$ cat src/rtl/operand_issue.sv
// ----------------------------------------------------------------------------
// operand_issue
// Decode/operand stage in front of the 8-bit ALU. Accepts 16-bit instructions,
// reads an 8x8 register file (R0 reads as zero), registers operands and op into
// a single issue slot that drives the ALU, and commits the ALU result back to
// the register file at the end of the issue cycle. Compare ops latch the ALU
// condition bit into cond_flag instead of writing a register.
//
// Configuration macro: OPERAND_BYPASS_EN
//   defined   : operand reads forward alu_out from the slot, never stall
//   undefined : RAW on the slot's destination inserts exactly one bubble
//
// Ports
//   clk        in   clock, all state on posedge
//   sync_rst   in   synchronous active-high reset, overrides clk_en
//   clk_en     in   global advance; low holds all state
//   in_valid   in   instr is valid
//   in_ready   out  stage accepts instr this cycle (combinational)
//   instr      in   [15:12] op, [11:9] rd, [8:6] ra, [5:3] rb, [7:0] imm
//   alu_a      out  issue-slot operand A
//   alu_b      out  issue-slot operand B
//   alu_op     out  issue-slot ALU op
//   alu_en     out  ALU clock enable = clk_en & slot valid (combinational)
//   alu_out    in   ALU result for the slot (combinational)
//   alu_cond   in   ALU condition bit
//   cond_flag  out  last compare result
//   retire     out  slot commits at this edge = clk_en & slot valid
// ----------------------------------------------------------------------------
module operand_issue #(
   parameter int unsigned DATA_W     = 8,
   parameter int unsigned REG_ADDR_W = 3,
   parameter int unsigned INSTR_W    = 16
) (
   input  logic                  clk,
   input  logic                  sync_rst,
   input  logic                  clk_en,
   input  logic                  in_valid,
   output logic                  in_ready,
   input  logic [INSTR_W-1:0]    instr,
   output logic [DATA_W-1:0]     alu_a,
   output logic [DATA_W-1:0]     alu_b,
   output logic [3:0]            alu_op,
   output logic                  alu_en,
   input  logic [DATA_W-1:0]     alu_out,
   input  logic                  alu_cond,
   output logic                  cond_flag,
   output logic                  retire
);

   localparam int unsigned OP_W     = 4;
   localparam int unsigned NUM_REGS = 1 << REG_ADDR_W;
   localparam int unsigned OP_MSB   = INSTR_W - 1;
   localparam int unsigned RD_MSB   = OP_MSB - OP_W;
   localparam int unsigned RA_MSB   = RD_MSB - REG_ADDR_W;
   localparam int unsigned RB_MSB   = RA_MSB - REG_ADDR_W;

   localparam logic [OP_W-1:0] OP_LDI      = 4'b1111;
   localparam logic [OP_W-1:0] OP_EQ       = 4'b1011;
   localparam logic [OP_W-1:0] OP_GT       = 4'b1100;
   localparam logic [OP_W-1:0] LDI_ALU_OP  = 4'b0000;

   // State
   logic [DATA_W-1:0]     regs_q [NUM_REGS];
   logic [DATA_W-1:0]     regs_d [NUM_REGS];
   logic                  iss_valid_q, iss_valid_d;
   logic                  iss_wb_q, iss_wb_d;
   logic                  iss_cmp_q, iss_cmp_d;
   logic [REG_ADDR_W-1:0] iss_rd_q, iss_rd_d;
   logic [DATA_W-1:0]     iss_a_q, iss_a_d;
   logic [DATA_W-1:0]     iss_b_q, iss_b_d;
   logic [OP_W-1:0]       iss_op_q, iss_op_d;
   logic                  cond_flag_q, cond_flag_d;

   // Decode
   logic [OP_W-1:0]       dec_op;
   logic [REG_ADDR_W-1:0] dec_rd, dec_ra, dec_rb;
   logic [DATA_W-1:0]     dec_imm;
   logic                  is_ldi, is_cmp;
   logic                  slot_wr;
   logic [DATA_W-1:0]     rd_a, rd_b;
   logic                  accept, commit;

   assign dec_op  = instr[OP_MSB -: OP_W];
   assign dec_rd  = instr[RD_MSB -: REG_ADDR_W];
   assign dec_ra  = instr[RA_MSB -: REG_ADDR_W];
   assign dec_rb  = instr[RB_MSB -: REG_ADDR_W];
   assign dec_imm = instr[DATA_W-1:0];

   // Operand read, readiness and the pending write of the slot
   always_comb begin
      is_ldi  = (dec_op == OP_LDI);
      is_cmp  = (dec_op == OP_EQ) || (dec_op == OP_GT);
      // slot will write a real register at the next committing edge
      slot_wr = iss_valid_q & iss_wb_q & (iss_rd_q != '0);
`ifdef OPERAND_BYPASS_EN
      if (dec_ra == '0)                         rd_a = '0;
      else if (slot_wr && (dec_ra == iss_rd_q)) rd_a = alu_out;
      else                                      rd_a = regs_q[dec_ra];
      if (dec_rb == '0)                         rd_b = '0;
      else if (slot_wr && (dec_rb == iss_rd_q)) rd_b = alu_out;
      else                                      rd_b = regs_q[dec_rb];
      in_ready = clk_en;
`else
      rd_a     = (dec_ra == '0) ? DATA_W'(0) : regs_q[dec_ra];
      rd_b     = (dec_rb == '0) ? DATA_W'(0) : regs_q[dec_rb];
      // ra is compared even for LDI (conservative); rb only when used
      in_ready = clk_en & ~(slot_wr & ((dec_ra == iss_rd_q) |
                                       (~is_ldi & (dec_rb == iss_rd_q))));
`endif
      accept = in_valid & in_ready;
      commit = clk_en & iss_valid_q;
   end

   // Next state: commit the slot, then load or bubble it
   always_comb begin
      regs_d      = regs_q;
      iss_valid_d = iss_valid_q;
      iss_wb_d    = iss_wb_q;
      iss_cmp_d   = iss_cmp_q;
      iss_rd_d    = iss_rd_q;
      iss_a_d     = iss_a_q;
      iss_b_d     = iss_b_q;
      iss_op_d    = iss_op_q;
      cond_flag_d = cond_flag_q;

      if (commit) begin
         if (iss_wb_q && (iss_rd_q != '0)) regs_d[iss_rd_q] = alu_out;
         if (iss_cmp_q)                    cond_flag_d      = alu_cond;
      end

      if (clk_en) begin
         iss_valid_d = accept;
         if (accept) begin
            iss_rd_d  = dec_rd;
            iss_wb_d  = ~is_cmp;
            iss_cmp_d = is_cmp;
            if (is_ldi) begin
               iss_op_d = LDI_ALU_OP;
               iss_a_d  = '0;
               iss_b_d  = dec_imm;
            end else begin
               iss_op_d = dec_op;
               iss_a_d  = rd_a;
               iss_b_d  = rd_b;
            end
         end
      end
   end

   // State registers
   always_ff @(posedge clk) begin
      if (sync_rst) begin
         regs_q      <= '{default: '0};
         iss_valid_q <= 1'b0;
         iss_wb_q    <= 1'b0;
         iss_cmp_q   <= 1'b0;
         iss_rd_q    <= '0;
         iss_a_q     <= '0;
         iss_b_q     <= '0;
         iss_op_q    <= '0;
         cond_flag_q <= 1'b0;
      end else begin
         regs_q      <= regs_d;
         iss_valid_q <= iss_valid_d;
         iss_wb_q    <= iss_wb_d;
         iss_cmp_q   <= iss_cmp_d;
         iss_rd_q    <= iss_rd_d;
         iss_a_q     <= iss_a_d;
         iss_b_q     <= iss_b_d;
         iss_op_q    <= iss_op_d;
         cond_flag_q <= cond_flag_d;
      end
   end

   assign alu_a     = iss_a_q;
   assign alu_b     = iss_b_q;
   assign alu_op    = iss_op_q;
   assign cond_flag = cond_flag_q;
   assign alu_en    = clk_en & iss_valid_q;
   assign retire    = clk_en & iss_valid_q;

endmodule
$ cat config.mk
export PLATFORM = sky130hd
export DESIGN_NAME = operand_issue
export DESIGN_NICKNAME = d
export VERILOG_FILES = /design/src/rtl/operand_issue.sv
export SDC_FILE = /design/constraint.sdc
export NUM_CORES = 1
export LEC_CHECK = 0
export BUFFER_PORTS_ARGS = -buffer_cell sky130_fd_sc_hd__clkbuf_2
export CAP_MARGIN = 30
export CORE_ASPECT_RATIO = 0.5
export CORE_MARGIN = 2
export CORE_UTILIZATION = 60
export CTS_CLUSTER_DIAMETER = 80
export CTS_CLUSTER_SIZE = 28
export DETAILED_ROUTE_END_ITERATION = 6
export PLACE_DENSITY = 0.92
export SYNTH_ARGS = -nofsm -noshare
export SYNTH_HDL_FRONTEND = slang
export SYNTH_SLANG_ARGS = --single-unit
$ cat constraint.sdc
create_clock -name clk -period 2.9 [get_ports clk]
set_input_delay 0.29 -clock clk [delete_from_list [all_inputs] [get_ports clk]]
set_output_delay 0.29 -clock clk [all_outputs]
set_load 0.1 [all_outputs]
# After elaboration in Yosys (flattened, before gate mapping)
# Cells that the tools add are included.
[totals] ff_bits=91 inputBits=29 output_inout_bits=24 word_cells=62
[op_classes] n_lt_le_gt_ge=4 eq_ne=5 muxes=14 bitwise_logic=14 n_reduce_logical=9
[op_table] op="two-way mux 8 bit" count=9
[op_table] op="bitwise mux 64 bit" count=1
[op_table] op="binary-select mux 8 bit (select 3 bit)" count=2
[op_table] op="demux 8 bit (select 3 bit)" count=1
[op_table] op="equality test 4 bit (second input constant)" count=3
[op_table] op=">= comparator 4 bit (second input constant)" count=3
[op_table] op="NOT 3 -> 4 bit" count=3
[op_table] op="bitwise AND 1 bit" count=7
[op_table] op="equality test 3 bit" count=2
[op_table] op="zero test 3 bit" count=2
[op_table] op="AND reduction 2 bit" count=3
[op_table] op="less-than comparator 4 x 1 -> 1 bit (second input constant)" count=1
[op_table] op="two-way mux 4 bit" count=1
[op_table] op="NOT 1 bit" count=3
[op_table] op="nonzero test 3 bit" count=1
[op_table] op="logical AND 1 bit" count=2
[op_table] op="logical OR 1 bit" count=1
[op_table] op="bitwise OR 1 bit" count=1

# Logic depth before layout (Yosys ltp)
[depth] ltp_word=9 ltp_mapped=8 ltp_nobuf=5

# Worst setup path after synthesis
# OpenSTA, ideal clock, no wires.
[synth_timing] path_kind="reg-to-reg" startpoint="reg iss_valid_q" endpoint="reg regs_q[10] (netlist bit)" setup_time_ps=128 t_arrival_ps=2149 required_ps=2772 setup_slack_ps=624 stages_incl_launch_ff=6 path_buffers=0 synth_period_minus_slack_ps=2276 path_cell_list="dfxtp_1 > and2_1 > nand3b_1 > nor2_2 > mux2i_1 > nor2_1"
[synth_between] elab_chain_len=2
[synth_rtl] item="start: declaration" line="65" text="logic iss_valid_q, iss_valid_d;"
[synth_rtl] item="start signal: assignment" line="164" text="iss_valid_q <= iss_valid_d;"
[synth_rtl] item="bitwise AND 1 bit"
[synth_rtl] item="named net alu_en" line="43" text="output logic alu_en,"
[synth_rtl] item="AND reduction 2 bit (no line)"
[synth_rtl] item="end signal: assignment" line="163" text="regs_q <= regs_d;"
[synth_rtl] item="end: declaration" line="63" text="logic [DATA_W-1:0] regs_q [NUM_REGS];"
# The timed path passes the listed nets, and every way through them passes these cells.
# A chain may end at the register's enable or synchronous reset.

# Worst setup path after layout
[layout_timing] startpoint="reg iss_rd_q[1]" endpoint="out in_ready"
[layout_between] elab_chain_len=6 elab_cells_between_ends=9 cone_classes="2 x eq/ne; 6 x bitwise; 1 x reduce/logical"
[layout_rtl] item="start: declaration" line="68" text="logic [REG_ADDR_W-1:0] iss_rd_q, iss_rd_d;"
[layout_rtl] item="start signal: assignment" line="167" text="iss_rd_q <= iss_rd_d;"
[layout_rtl] item="equality test 3 bit" line="108" text="(~is_ldi & (dec_rb == iss_rd_q))));"
[layout_rtl] item="bitwise AND 1 bit" line="108"
[layout_rtl] item="bitwise OR 1 bit" line="107" text="in_ready = clk_en & ~(slot_wr & ((dec_ra == iss_rd_q) |"
[layout_rtl] item="bitwise AND 1 bit (*)" line="107"
[layout_rtl] item="NOT 1 bit (*)" line="107"
[layout_rtl] item="bitwise AND 1 bit (*)" line="107"
[layout_rtl] item="end: declaration" line="38" text="output logic in_ready,"
# Mark *: on every way between the ends. The rest lies on a longest branch, timed or not.

==> summary.md <==
| Metric | Value |
|---|---|
| Outcome | `completed` |
| Total power | `2.49 mW` |
| Critical path class | `reg2out` |
| Wire length per cell | `21.1 um` |
| Worst slack, placed | `0.690 ns` |
| Final WL | `11,800 um` |
| H-tree depth | `3` |
| CP required | `2.61 ns` |
| Post-synth EDFFs | `0` |
| Setup bufs post-CTS | `0` |
| Most common cell in the netlist | `dfxtp_1` |
| Hold_buf cts | `0` |
| DP Wirelength | `7050 um` |
| Area contributors post-synth | `dfxtp_1, mux2i_1, mux4_2, nor2_1, o21ai_0` |
| Unique masters post-synth | `53` |
| Startpoint types | `flop` |
| Seq/Total Area, Yosys | `0.394` |
| CORE AREA | `6750 um^2` |
| Post-CTS resize count | `0` |
| Cells after DPL | `544` |
| Worst-Skew Late Latency | `0.35 ns` |
| DR pass1 iterations | `5` |
| Flops & latches, synth | `83` |
| DIE WIDTH | `123 um` |
| Die area | `7760 um^2` |
| I/O pin cnt | `53` |
| Warnings, synthesis | `0` |
| Internal cell power | `1.84 mW` |
| Detailed router's first-iteration violation count | `524` |
| Sequential share of power | `0.466` |
| Vias after detailed routing | `3,770` |
| Worst-Margin Slew | `0.761 ns` |
| First-pass GRT wire length | `18,500 um` |
| Synth top area share | `0.394` |
| Crit share post-route | `0.808` |
| Cell Pwr Density | `525 nW/um^2` |
| GPL Wtd Cong | `0.856` |
| Post-route DRC violation count | `0` |
| Setup_tns | `0 ns` |
| Mux share of post-synthesis cell area | `0.262` |
| Crit-path max FO | `8` |
| WP data arrival | `2.05 ns` |
| Synth area leader | `dfxtp_1` |
| Avg Cell Area, Syn | `9.86 um^2` |
| Ys async rst share | `0` |
| Fin util | `0.702` |
| Tmin final | `2.34 ns` |
| Share of cells above drive strength 1 | `0.256` |
| Largest net degree at the start of global routing | `57` |
| Diode count | `0` |
| Clock power frac | `0.439` |
| Die H | `63.3 um` |
| Final non-filler cell total | `560` |
| Gr ovfl total | `0` |
| Sequential Area | `1660 um^2` |
| Synth Flop Type | `dfxtp_1` |
| Inserted Clock Buffers | `9` |
| Final setup fails | `0` |
| Syn nets | `457` |
| Post-Syn Area | `4220 um^2` |
| Max-cap violations | `0` |
| Row cnt | `21` |
| Crit path capture type | `output port` |
| Largest family of logic cells by synthesized area | `multiplexers` |
| Num Clock Sinks | `83` |
| Area Overhead vs Synth | `12.2%` |
| Max Root-Sink Buffers | `2` |
| Vias in the first global route | `3,586` |
| Nets | `492` |
| Tot GR Track Use | `0.315` |
| Final Max Tran Viols | `0` |
| Simple-gate portion of the synthesized area | `0.126` |
| Fmax | `427 MHz` |
| Setup WS post-layout | `0.555 ns` |
| Post-Synth Adder-Cell Area | `0` |
| XOR/XNOR share of the synthesized area | `0.0124` |
| # port buffers | `52` |
| Sw power | `0.650 mW` |
| DRT antenna net count | `0` |
| Sw Share | `0.261` |
| Post-synthesis compound-gate area fraction | `0.157` |
| Area of the multi-input gates | `2350 um^2` |
| P_leak | `1.79 nW` |
| CTS tree | `yes` |
| Synth top cells by count | `dfxtp_1, mux2i_1, nor2_1, o21ai_0, nand2_1` |
| Final Hold Fails | `0` |
| Worst-path clk slew | `0.06 ns` |
| DR vias/cell | `6.73` |
| Syn Inst Count | `428` |
| Initial antenna violation count | `0` |
| Unrepaired setup endpoints after global routing | `no` |
| Clk_skew | `0.00552 ns` |
| Max IR drop VDD | `0.362 mV` |
| Logic pwr share | `0.095` |
| Slew margin rel. | `0.492` |
| Initial Util | `0.625` |
| Worst min path class | `in2reg` |
| Root Driver | `clkbuf_16` |
| # fillers | `424` |
==> cells in the final DEF (no fill, tap or decap), types with 2 or more instances in the layout <==
cell type   instances
dfxtp_1            83
mux2i_1            61
nor2_1             61
clkbuf_2           52
o21ai_0            38
nand2_1            17
a21oi_1            16
mux4_2             15
mux2_2             14
o211ai_1            9
clkbuf_16           9
a22oi_1             8
nand3_1             7
buf_4               7
xor2_1              6
nor2_2              6
nand4_1             4
a221o_1             4
a211o_1             4
nand2b_1            3
and2_1              2
nor3_1              2
o21ai_2             2
nand3b_1            2
nor2b_1             2
o31ai_1             2
o211a_1             2
a41o_1              2
clkinvlp_4          2
clkinv_4            2
clkbuf_8            2
==> worst max-delay path: stages, from the launching register on <==
cell	delay [ns]
dfxtp_1	0.51
xor2_1	0.13
nor3_1	0.37
o21ai_2	0.13
and2_2	0.20
clkbuf_2	0.36
==> logic make-up (layout without fill, tap and decap cells) <==
group / count (synthesis) / count (layout)
simple gates: 113 / 113
compound gates: 99 / 99
mux: 90 / 90
flops: 83 / 83
buf+inv: 37 / 77
xor+xnor: 6 / 6
==> area by class of cell <==
class | count | share of cell area
Multi-Input combinational cell | 308 | 0.496
Sequential cell | 83 | 0.351
Timing Repair Buffer | 59 | 0.0660
Clock buffer | 11 | 0.0533
Tap cell | 92 | 0.0243
Clock inverter | 5 | 0.00792
Inverter | 2 | 0.00158
==> flip-flops by register name, summed over array words and instances, names as in the netlist <==
name,cells
iss_rd_q,3
regs_q,56
iss_wb_q,1
iss_cmp_q,1
alu_a,8
alu_op,4
iss_valid_q,1
alu_b,8
cond_flag,1
==> power groups by stage <==
stage	clock [mW]	sequential (mW)	combinational, mW
after floorplan	0	1.22	0.132
after global placement	0	1.18	0.224
after detailed placement	0	1.19	0.227
after CTS	1.09	1.16	0.231
after global routing	1.13	1.16	0.249
final	1.09	1.16	0.236
==> per-layer routing <==
metal / share of wire / up-vias / routed length [um] / GRT usage
li1: - / 1633 / - / -
met1: 0.38 / 1751 / 4540 / 0.388
met2: 0.43 / 301 / 5120 / 0.467
met3: 0.13 / 85 / 1510 / 0.123
met4: 0.055 / 0 / 652 / 0.188
met5: 0 / - / 0 / 0
==> final timing paths <==
kind	start	end	slack, ns	depth (start not counted)
max reg2reg	iss_rd_q[1]	iss_rd_q[1]	0.78	6
max	iss_rd_q[1]	in_ready	0.56	5
min	instr[9]	iss_rd_q[0]	0.18	3
min reg2reg	alu_b[4]	alu_b[4]	0.47	2
==> through the flow <==
stage	hold WS, ns	area (um^2)
6_report	0.181	4740
3_3_place_gp	0.451	4450
5_1_grt	0.201	4740
4_1_cts	0.183	4740
3_5_place_dp	0.456	4450
2_1_floorplan	0.434	4220
No activity file was read; power rests on OpenSTA's default activity.
